**config.mk**
```make
export PLATFORM = sky130hd
export DESIGN_NAME = recompute_fault_scheduler
export DESIGN_NICKNAME = d
export VERILOG_FILES = /design/src/rtl/recompute_pkg.sv /design/src/rtl/recompute_fault_table.sv /design/src/rtl/recompute_fault_scheduler.sv
export SDC_FILE = /design/constraint.sdc
export NUM_CORES = 1
export LEC_CHECK = 0
export CAP_MARGIN = 10
export CORE_MARGIN = 1.5
export CORE_UTILIZATION = 40
export CTS_BUF_LIST = sky130_fd_sc_hd__clkbuf_2 sky130_fd_sc_hd__clkbuf_4 sky130_fd_sc_hd__clkbuf_8
export DETAILED_ROUTE_END_ITERATION = 12
export PLACE_DENSITY = 0.65
export SYNTH_ARGS = -nofsm -noshare
export SYNTH_HDL_FRONTEND = slang
export SYNTH_SLANG_ARGS = --single-unit
```
**constraint.sdc**
```tcl
create_clock -name clk -period 6.8 [get_ports clk]
set_input_delay 1.02 -clock clk [delete_from_list [all_inputs] [get_ports clk]]
set_output_delay 1.02 -clock clk [all_outputs]
set_load 0.02 [all_outputs]
```
**src/rtl/recompute_pkg.sv**
```systemverilog
// Purpose: shared types and helpers for the recompute-unit bypass sequencer and RU-side blocks.
// Latency: none (types, constants and constant functions only).
// Backpressure: not applicable.
package recompute_pkg;

  // Sequencer states
  typedef enum logic [1:0] {
    ST_IDLE      = 2'd0,
    ST_SCAN      = 2'd1,
    ST_RECOMPUTE = 2'd2,
    ST_DONE      = 2'd3
  } state_e;

  // Index width that never collapses to zero bits for a single-entry dimension
  function automatic int width_of(input int n);
    return (n <= 1) ? 1 : $clog2(n);
  endfunction

  // Fixed-width slot record for RU-side consumers; wide enough for any practical array
  localparam int SLOT_ROW_W = 8;
  localparam int SLOT_COL_W = 8;

  typedef struct packed {
    logic                  active;
    logic [SLOT_ROW_W-1:0] row;
    logic [SLOT_COL_W-1:0] col;
  } slot_t;

endpackage

```
**src/rtl/recompute_fault_table.sv**
```systemverilog
// Purpose: NUM_RU-entry slot table; faults fill slots in arrival order, extra faults raise overflow.
// Latency: a write is visible on the outputs the cycle after wr_en.
// Backpressure: none; writes beyond the last slot are dropped and only set overflow.
// Ports: clk/rst (sync, active-high); clr wipes all slots; wr_en/wr_row/wr_col report one fault;
//        overflow, rc_active, rc_row, rc_col (slot s at [s*W +: W]) are registered outputs.
module recompute_fault_table
  import recompute_pkg::*;
#(
  parameter int NUM_RU = 4,
  parameter int ROW_W  = 2,
  parameter int COL_W  = 2
) (
  input  logic                    clk,
  input  logic                    rst,
  input  logic                    clr,
  input  logic                    wr_en,
  input  logic [ROW_W-1:0]        wr_row,
  input  logic [COL_W-1:0]        wr_col,
  output logic                    overflow,
  output logic [NUM_RU-1:0]       rc_active,
  output logic [NUM_RU*ROW_W-1:0] rc_row,
  output logic [NUM_RU*COL_W-1:0] rc_col
);

  localparam int PTR_W = $clog2(NUM_RU + 1);

  logic [PTR_W-1:0]        ptr_q, ptr_d;
  logic                    ovf_q, ovf_d;
  logic [NUM_RU-1:0]       active_q, active_d;
  logic [NUM_RU*ROW_W-1:0] row_q, row_d;
  logic [NUM_RU*COL_W-1:0] col_q, col_d;
  logic                    full;

  assign full = (ptr_q == PTR_W'(NUM_RU));

  always_comb begin
    ptr_d    = ptr_q;
    ovf_d    = ovf_q;
    active_d = active_q;
    row_d    = row_q;
    col_d    = col_q;
    if (clr) begin
      ptr_d    = '0;
      ovf_d    = 1'b0;
      active_d = '0;
      row_d    = '0;
      col_d    = '0;
    end else if (wr_en) begin
      if (full) begin
        ovf_d = 1'b1;
      end else begin
        // Decode the pointer per slot so the pointer's spare top bit never indexes past the table
        for (int s = 0; s < NUM_RU; s++) begin
          if (ptr_q == PTR_W'(s)) begin
            active_d[s]                = 1'b1;
            row_d[s*ROW_W +: ROW_W]    = wr_row;
            col_d[s*COL_W +: COL_W]    = wr_col;
          end
        end
        ptr_d = ptr_q + 1'b1;
      end
    end
  end

  always_ff @(posedge clk) begin
    if (rst) begin
      ptr_q    <= '0;
      ovf_q    <= 1'b0;
      active_q <= '0;
      row_q    <= '0;
      col_q    <= '0;
    end else begin
      ptr_q    <= ptr_d;
      ovf_q    <= ovf_d;
      active_q <= active_d;
      row_q    <= row_d;
      col_q    <= col_d;
    end
  end

  assign overflow  = ovf_q;
  assign rc_active = active_q;
  assign rc_row    = row_q;
  assign rc_col    = col_q;

endmodule

```
**src/rtl/recompute_fault_scheduler.sv**
```systemverilog
// Purpose: scans the self-test pass matrix one PE per cycle, assigns faulty PEs to RU slots, then sweeps data columns.
// Latency: scan takes ROWS*COLS cycles after scan_start; sweep takes COLS handshakes; done pulses one cycle later.
// Backpressure: rc_valid/rc_k hold until rc_ready; the sweep only advances on rc_valid && rc_ready.
// Ports: clk/rst (sync, active-high); scan_start, stw_pass (bit r*COLS+c, 1 = healthy), rc_ready in;
//        rc_valid, rc_k, rc_active, rc_row, rc_col, fault_count, overflow, busy, done out.
module recompute_fault_scheduler
  import recompute_pkg::*;
#(
  parameter int ROWS   = 4,
  parameter int COLS   = 4,
  parameter int NUM_RU = 4,
  localparam int ROW_W = width_of(ROWS),
  localparam int COL_W = width_of(COLS),
  localparam int CNT_W = $clog2(ROWS*COLS + 1)
) (
  input  logic                    clk,
  input  logic                    rst,
  input  logic                    scan_start,
  input  logic [ROWS*COLS-1:0]    stw_pass,
  input  logic                    rc_ready,
  output logic                    rc_valid,
  output logic [COL_W-1:0]        rc_k,
  output logic [NUM_RU-1:0]       rc_active,
  output logic [NUM_RU*ROW_W-1:0] rc_row,
  output logic [NUM_RU*COL_W-1:0] rc_col,
  output logic [CNT_W-1:0]        fault_count,
  output logic                    overflow,
  output logic                    busy,
  output logic                    done
);

  localparam int N     = ROWS * COLS;
  localparam int IDX_W = width_of(N);

  state_e            state_q, state_d;
  logic [IDX_W-1:0]  idx_q, idx_d;
  logic [COL_W-1:0]  k_q, k_d;
  logic [CNT_W-1:0]  cnt_q, cnt_d;

  logic              tbl_clr;
  logic              tbl_wr;
  logic              pe_fault;
  logic [ROW_W-1:0]  scan_row;
  logic [COL_W-1:0]  scan_col;

  assign pe_fault = ~stw_pass[idx_q];
  assign scan_row = ROW_W'(int'(idx_q) / COLS);
  assign scan_col = COL_W'(int'(idx_q) % COLS);

  always_comb begin
    state_d = state_q;
    idx_d   = idx_q;
    k_d     = k_q;
    cnt_d   = cnt_q;
    tbl_clr = 1'b0;
    tbl_wr  = 1'b0;
    unique case (state_q)
      ST_IDLE: begin
        // rc_ready is irrelevant here; the sweep counter is already 0 on entry
        if (scan_start) begin
          state_d = ST_SCAN;
          idx_d   = '0;
          cnt_d   = '0;
          tbl_clr = 1'b1;
        end
      end
      ST_SCAN: begin
        if (pe_fault) begin
          cnt_d  = cnt_q + 1'b1;
          tbl_wr = 1'b1;
        end
        if (idx_q == IDX_W'(N-1)) begin
          idx_d = '0;
          // Include a fault on the final PE, which lands in the table on this same edge
          if ((|rc_active) || pe_fault) state_d = ST_RECOMPUTE;
          else                          state_d = ST_DONE;
        end else begin
          idx_d = idx_q + 1'b1;
        end
      end
      ST_RECOMPUTE: begin
        if (rc_ready) begin
          if (k_q == COL_W'(COLS-1)) begin
            k_d     = '0;
            state_d = ST_DONE;
          end else begin
            k_d = k_q + 1'b1;
          end
        end
      end
      ST_DONE: begin
        state_d = ST_IDLE;
      end
      default: state_d = ST_IDLE;
    endcase
  end

  always_ff @(posedge clk) begin
    if (rst) begin
      state_q <= ST_IDLE;
      idx_q   <= '0;
      k_q     <= '0;
      cnt_q   <= '0;
    end else begin
      state_q <= state_d;
      idx_q   <= idx_d;
      k_q     <= k_d;
      cnt_q   <= cnt_d;
    end
  end

  recompute_fault_table #(
    .NUM_RU (NUM_RU),
    .ROW_W  (ROW_W),
    .COL_W  (COL_W)
  ) u_table (
    .clk       (clk),
    .rst       (rst),
    .clr       (tbl_clr),
    .wr_en     (tbl_wr),
    .wr_row    (scan_row),
    .wr_col    (scan_col),
    .overflow  (overflow),
    .rc_active (rc_active),
    .rc_row    (rc_row),
    .rc_col    (rc_col)
  );

  assign rc_valid    = (state_q == ST_RECOMPUTE);
  assign rc_k        = k_q;
  assign fault_count = cnt_q;
  assign busy        = (state_q != ST_IDLE);
  assign done        = (state_q == ST_DONE);

endmodule

```
==> Word level (Yosys, flattened, before mapping) <==
Cells that the tools add are included.
W data, S select, Z words.
{ "word_totals": {"reg_bits": 37, "latch_bits": 0, "ramBits": 0, "mem_bits_ro": 0, "in_bits": 20, "output_inout_bits": 31, "memories": 0} }
{ "classes": {"n_addsub": 4, "multipliers": 0, "n_div": 0, "order_cmp": 1, "n_eq_ne": 14, "shift": 0, "mux": 19, "bitwise": 2, "n_reduce_logical": 17} }
{ "ops": {"columns": ["cell", "n"], "rows": [
  ["$reduce_and A3 Y1", 5],
  ["$mux W2", 5],
  ["$mux W5", 2],
  ["$pmux W5 S2", 1],
  ["$mux W4", 2],
  ["$ne A2 B2 Y1 const B", 4],
  ["$pmux W2 S4", 1],
  ["$pmux W4 S2", 1],
  ["$reduce_and A2 Y1", 4],
  ["$eq A2 B2 Y1 const B", 3],
  ["$eq A3 B2 Y1 const B", 2],
  ["$mux W1", 6],
  ["$add A5 B1 Y5 const B", 1],
  ["$lt A4 B5 Y1 const B", 1],
  ["$add A4 B1 Y4 const B", 1],
  ["$bmux W1 S4", 1],
  ["$eq A4 B4 Y1 const B", 1],
  ["$reduce_and A4 Y1", 1],
  ["$reduce_bool A2 Y1", 2],
  ["$reduce_or A4 Y1", 1],
  ["$add A3 B1 Y3 const B", 1],
  ["$eq A3 B1 Y1 const B", 1],
  ["$eq A3 B3 Y1 const B", 1],
  ["$logic_not A3 Y1", 1],
  ["other kinds (7)", 8]
]} }

==> Longest topological paths before layout <==
{ "depth": {"depth_word": 7, "mapped_depth": 7, "depth_no_buf": 6} }

==> Cells and area by module <==
Synthesis repeated with hierarchy kept, for this count alone.
{ "unflattened": {"cells_unflattened": 205, "hier_area_um2": 1871.8} }
{ "by_module_without_submodules": {"columns": ["module", "instances", "cells_per_inst", "area_each_um2", "seq_area_each_um2"], "rows": [
  ["recompute_fault_scheduler", 1, 108, 950.9, 260.2],
  ["recompute_fault_table", 1, 97, 920.9, 480.5]
]} }

==> Worst setup path before layout <==
No wires, ideal clock.
{ "synth_timing": {"kind": "input to register", "start": "input port stw_pass[15]", "end": "register u_table.row_q[0], in the netlist u_table.rc_row[0]", "setup_ns": 0.120, "arrival_ns": 2.677, "required_ns": 6.680, "setup_slack_ns": 4.002, "stages": 6, "n_path_buf": 2, "path_cell_list": "mux4_2 > mux4_2 > buf_6 > or3_1 > buf_6 > mux2i_1"} }
{ "synth_between": {"elab_chain_len": 5} }
{ "synth_rtl": {"columns": ["item", "line", "source"], "rows": [
  ["start, declared", "recompute_fault_scheduler.sv:19", "input logic [ROWS*COLS-1:0] stw_pass,"],
  ["$bmux W1 S4", "recompute_fault_scheduler.sv:46", "assign pe_fault = ~stw_pass[idx_q];"],
  ["$mux W1 (not written as such)", "recompute_fault_scheduler.sv:46", null],
  ["$mux W1", "recompute_fault_scheduler.sv:68", "if (pe_fault) begin"],
  ["$mux W1", "recompute_fault_scheduler.sv:57", "unique case (state_q)"],
  ["$reduce_and A3 Y1 (no source line)", null, null],
  ["end signal, assigned", "recompute_fault_table.sv:76", "row_q <= row_d;"],
  ["end, declared", "recompute_fault_table.sv:30", "logic [NUM_RU*ROW_W-1:0] row_q, row_d;"]
]} }
Every way passes these cells. The select of a mux whose other input is x is not followed.
A chain may end at the register's enable or synchronous reset.

==> Final worst setup path <==
{ "layout_timing": {"start": "input port stw_pass[14]", "end": "register u_table.col_q[5], in the netlist u_table.rc_col[5]"} }
{ "layout_between": {"elab_chain_len": 5} }
{ "layout_rtl": {"columns": ["item", "line", "source"], "rows": [
  ["$bmux W1 S4", "recompute_fault_scheduler.sv:46", null],
  ["$mux W1 (not written as such)", "recompute_fault_scheduler.sv:46", null],
  ["$mux W1", "recompute_fault_scheduler.sv:68", null],
  ["$mux W1", "recompute_fault_scheduler.sv:57", null],
  ["$reduce_and A3 Y1 (no source line)", null, null],
  ["end signal, assigned", "recompute_fault_table.sv:77", "col_q <= col_d;"],
  ["end, declared", "recompute_fault_table.sv:31", "logic [NUM_RU*COL_W-1:0] col_q, col_d;"]
]} }
Every way passes these cells. The select of a mux whose other input is x is not followed.

==> impl_metrics.csv <==
group,metric,value,unit
run_status,status,"finished, violations left",
run_status,violations,"design-rule violations",
layout,fin_cells,300,
place,place_congestion,0.739,
routing,drt_iter0_drc,46,
place,port_buffers,50,
synth,netlist_area,0.00188,mm^2
layout,multi_input_area,0.00101,mm^2
worst_setup_path,crit_type,"input port to flip-flop",
routing,wire_per_inst,13.9,um
synth,synth-simple-area-share,16.7,%
cts,cts_setup_buffers,0,
sta,fmax,322,MHz
power_and_ir_drop,power.total,0.649,mW
synth,yosys_warnings,0,
synth,synth.avg_cell_area,9.28,um^2
floorplan,die_w,71.5,um
global_routing,grt.total_usage,17.2,%
sta,worstMarginPinSlew,732,ps
routing,ant_nets,0,
routing,drt_first_pass_iters,8,
cts,cts_resized,0,
layout,fillCellCount,439,
global_routing,grt_pass1_wl,6990,um
synth,synth.area.top_cells,"dfxtp_1, mux2i_1, ha_1",
worst_setup_path,cp-end-kind,"flip-flop",
cts,clock_path_buffers,2,
hold_path,hold_class,"flip-flop to flip-flop",
floorplan,dieArea,0.00511,mm^2
synth,synth_compound_area_share,11.9,%
global_routing,grt_max_degree,24,
layout,drive_gt1_share,6.45,%
sta,tns,0,ps
floorplan,die_y,71.5,um
worst_setup_path,cpMostUsedCell,"mux4_2",
place,dp_hpwl,3070,um
cts,holdBufCountCts,0,
synth,async_reset_ff_share,0,%
worst_setup_path,cp.required,6970,ps
global_routing,gr-total-overflow,0,
global_routing,antenna_found_initial,0,
sta,rsz0062_at_grt,"false",
sta,fin_crit_sh,45.7,%
layout,nNetsFinal,281,
synth,synth-adder-area-share,8.67,%
sta,hold_viol_final,0,
synth,synth_top_area_share,39.5,%
worst_setup_path,critPathSlowestCell,"mux4_2",
layout,syn_to_final_growth,32.1,%
layout,final_cell_mix,"clkdlybuf4s50_1, nand2_1, dfxtp_1, mux2i_1, a21oi_1",
sta,min_period,3100,ps
synth,synth-xor-area-share,0,%
sta,slew_headroom,51.2,%
synth,synth-seq-area-share,39.5,%
sta,finalHoldWorstSlack,462,ps
cts,clock-sinks,37,
synth,muxShareOfSynthArea,16.8,%
routing,post_drt_via_cell_ratio,5.33,
layout,final_core_util,55.7,%
synth,synth_top_area_cell,"dfxtp_1",
floorplan,ioPinCount,51,
worst_setup_path,cp_cell_sequence,"clkdlybuf4s50_1 -> mux4_2 -> mux4_2 -> or3_1 -> mux2i_1",
cts,clk_pin_slew,70,ps
cts,h-tree-depth,2,
layout,final-seq-area,741,um^2
synth,synth_nets,235,
synth,synth_edf_count,0,
synth,ys_ff_latch,37,
cts,cts_tree,"yes",
worst_setup_path,critPathArrivalTime,3280,ps
run,cap_violations,0,
synth,synth_ff_type,"dfxtp_1",
routing,via_count,1599,
routing,wirelength,4160,um
layout,diodes,0,
worst_setup_path,start_kind,"input port",
synth,netlist_instances,202,
floorplan,core,0.00444,mm^2
routing,drc,4,
power_and_ir_drop,cellLeakagePower,0.939,nW
sta,slew_violations,0,
power_and_ir_drop,irDropWorstVdd,0.000210,V
cts,clk_latency,290,ps
layout,final_common_cell,"clkdlybuf4s50_1",
worst_setup_path,crit_fanout,20,
synth,synth_cell_types,33,
synth,synth_top_family_by_area,"multiplexers",
floorplan,start_util,42.2,%
global_routing,grt_pass1_vias,1478,
power_and_ir_drop,pwr_density_cell,262,mW/mm^2
cts,cts-buffers-inserted,5,
place,placed_cells,293,
worst_setup_path,max_stage_delay,670,ps
sta,clock_skew,4.32,ps
sta,setup_violations,0,
cts,root_buffer,"clkbuf_8",
floorplan,rows,24,
[per-stage QoR]
step	area [um^2]	setup WS (ps)
2_1_floorplan	1880	4000
3_3_place_gp	2370	3430
3_5_place_dp	2370	3400
4_1_cts	2480	3700
5_1_grt	2480	3600
6_report	2480	3700
[cells by family (layout without fill, tap and decap cells)]
group | Yosys count | in the layout
AO/OA/AOI/OAI | 36 | 36
adder cells (fa/ha/maj) | 13 | 13
multiplexers | 25 | 25
flip-flops | 37 | 37
AND/OR/NAND/NOR | 67 | 67
buffers and inverters | 24 | 70
[state kept, by name, indices dropped and copies added, names as in the netlist]
signal             count
fault_count            5
idx_q                  4
rc_k                   2
state_q                2
u_table.overflow       1
u_table.ptr_q          3
u_table.rc_active      4
u_table.rc_col         8
u_table.rc_row         8
[worst max-delay path: cells and delay by family]
family / cells / cell delay [ps]
muxes: 3 / 1300
and+or+nand+nor: 1 / 540
buffers and inverters: 1 / 410
[cell type report]
cell class | instances | share of cell area (%)
multi-input combinational | 141 | 41.0
sequential | 37 | 29.9
timing repair buffer | 51 | 20.5
clock buffer | 5 | 2.78
tap | 52 | 2.63
inverter | 12 | 1.82
clock inverter | 2 | 1.41
[per-layer routing]
metal | up-vias | share of wire [%] | global-route usage, %
met5 | - | 0 | 0
met1 | 747 | 47 | 23.6
met3 | 8 | 4.2 | 3.38
li1 | 805 | - | -
met2 | 39 | 47 | 27.7
met4 | 0 | 1.3 | 5.03
[final timing paths]
check                                 startpoint  cells after the start  slack [ps]                             end
hold / removal    u_table.rc_row[7]$_SDFFE_PP0P_                      2         460  u_table.rc_row[7]$_SDFFE_PP0P_
hold reg to reg   u_table.rc_row[7]$_SDFFE_PP0P_                      2         460  u_table.rc_row[7]$_SDFFE_PP0P_
setup / recovery                    stw_pass[14]                      5        3700  u_table.rc_col[5]$_SDFFE_PP0P_
setup reg to reg           idx_q[1]$_SDFFE_PP0P_                      4        4190  u_table.rc_col[5]$_SDFFE_PP0P_
[synthesized netlist by cell type, drive strengths merged (2+ instances only)]
cell	n
dfxtp	37
ha	13
a2111o	2
nand2b	2
nor3	2
nand3	5
nor2	5
buf	5
o21a	3
mux4	5
clkbuf	7
mux2i	18
nand4b	2
o21ai	8
a21oi	16
nand4	3
mux2	2
inv	12
or3	6
nand2	38
[power by group]
part / switching [mW] / total (mW) / internal, mW
combinational: 0.133 / 0.220 / 0.0867
clock: 0.0763 / 0.183 / 0.107
sequential: 0.0167 / 0.246 / 0.230
No activity file was read; power rests on OpenSTA's default activity.
==> RTL edit, RTL diff (same settings) <==
Reset style: asynchronous (`rst`), changed in 2 clocked blocks.
--- a/src/rtl/recompute_fault_table.sv
+++ b/src/rtl/recompute_fault_table.sv
@@ -62,7 +62,7 @@
     end
   end
 
-  always_ff @(posedge clk) begin
+  always_ff @(posedge clk or posedge rst) begin
     if (rst) begin
       ptr_q    <= '0;
       ovf_q    <= 1'b0;
--- a/src/rtl/recompute_fault_scheduler.sv
+++ b/src/rtl/recompute_fault_scheduler.sv
@@ -95,7 +95,7 @@
     endcase
   end
 
-  always_ff @(posedge clk) begin
+  always_ff @(posedge clk or posedge rst) begin
     if (rst) begin
       state_q <= ST_IDLE;
       idx_q   <= '0;
Formal check against the unedited RTL: differs if rst is asserted again (counterexample within 4 cycles, from zero or initial values and one cycle with rst high); with rst held inactive, the same outputs for 10 cycles.
==> RTL edit against the unedited design <==
  * Wire length is 11% higher
  * Sequential cell count stayed put
  * Final cell count increased by 5.0%
  * Final area increased by 7.1%
  * Synthesized cell count down 2.5%
  * Area after synthesis grew 6.5%
  * Setup slack improved by 0.033 ns
  * Register-to-register slack worse by 0.06 ns
  * Critical path type unchanged
  * Highest routed layer unchanged
Power is not compared: it rests on default switching activity, and its combinational part moved more than twofold at a synthesized area within 25%.
==> RTL edit: results (changes against the unedited design) <==
Multi-In Gates 141 (unchanged); Yosys cell types 35 (was 33); Post-synth top flop dfrtp_1 (was dfxtp_1); buffering overhead 19.1% (was 20.5%); Arr. time, crit path 3.29 ns (was 3.28 ns); routed wl met3 166 um (was 176 um); IO buf count 50 (unchanged); met2 Usage GRT 29.2% (was 27.7%); share of layout cells above drive strength 1 6.85% (was 6.45%); core footprint 4750 um2 (was 4440 um2); post-synthesis sequential area ratio 46.3% (was 39.5%); synthesized net count 230 (was 235); maximum VDD drop between 0.2 and 0.25 mV; fillers 438 (was 439); Place WS 3.39 ns (was 3.40 ns); area share of fa/ha/maj cells after synthesis 8.14% (was 8.67%); CTS resizes 0 (unchanged); Synth Area in XOR/XNOR 0.438% (was 0%); largest net degree at the start of global routing 38 (was 24); FF+latch count 37 (unchanged); cell area after placement 2550 um2 (was 2370 um2); total track usage 18.5% (was 17.2%); clock-cell share of area 3.82% (was 4.19%); Non-clk invs 11 (was 12); Vias/cell 5.34 (was 5.33); drt total wl 4610 um (was 4160 um); asr flop ratio synth 100% (was 0%); synthesized area per cell 10.1 um2 (was 9.28 um2); Post-synth top cells 37 x dfrtp_1, 32 x nand2_1 (was 38 x nand2_1, 37 x dfxtp_1, 18 x mux2i_1, 16 x a21oi_1, 13 x ha_1); met3 global-route usage 3.84% (was 3.38%); YS warnings 0 (unchanged); NumNets Final 280 (was 281); 1st-iter DRT viols 103 (was 46); final core occ 55.8% (was 55.7%); number of global-route vias before repair 1,590 (was 1,478); critical path's largest stage delay 0.50 ns (was 0.67 ns); status finished, final reports clean (was finished, violations left); placed cells 307 (was 293); post-synthesis compound-gate area fraction 13.2% (was 11.9%); Routability Congestion 0.795 (was 0.739); met2 routed WL 2270 um (was 1960 um); First-pass DRT Iterations 4 (was 8); Slew @ Worst Pin 0.841 ns (was 0.732 ns); Final Skew 0.00505 ns (was 0.00432 ns); post-synthesis mux area share 13.5% (was 16.8%); post-DR wirelength/cell 14.6 um (was 13.9 um); fraction of area in multi-input gates 37.4% (was 41.0%); switch share 43.2%; register area 926 um2 (was 741 um2); met1 wire length 2120 um (was 1970 um); CP max FO 8 (was 20); DP Wirelength 3270 um (was 3070 um); dominant cells by area after synthesis dfrtp_1 46%, ha_1 8.1%, mux2i_1 6.5% (was dfxtp_1 39%, mux2i_1 9.6%, ha_1 8.7%); first-pass GRT wire length 7590 um (was 6990 um); clock buffers 7 (was 5); slowest CP cell or4_1 (was mux4_2); Min-Delay Path Class reg -> reg (unchanged); met1 GRT Util 24.7% (was 23.6%)
[RTL edit: logic make-up (layout without fill, tap and decap cells)]
group,after synthesis,in the layout
simple gates,65,65
compound gates,41,41
flops,37,37
mux,21,21
buf+inv,19,70
fa+ha+maj,13,13
xor+xnor,1,1
[RTL edit: power groups by stage]
stage                     registers, uW  clock network, uW  logic, uW
final                               378                169        579
after global routing                389                182        633
after CTS                           378                174        583
after detailed placement            381                  0        578
after global placement              380                  0        573
after floorplan                     408                  0        345
[RTL edit: path summary, 6_finish.rpt]
kind,startpoint,to,slack [ns],cells past startpoint
max,stw_pass[7],fault_count[4],3.73,6
min,u_table.overflow,u_table.overflow,0.50,2
max reg2reg,state_q[0],fault_count[4],4.13,7
min reg2reg,u_table.overflow,u_table.overflow,0.50,2
max in group asynchronous,rst,rc_k[0],5.32,3
min in group asynchronous,rst,u_table.rc_col[3],1.14,3
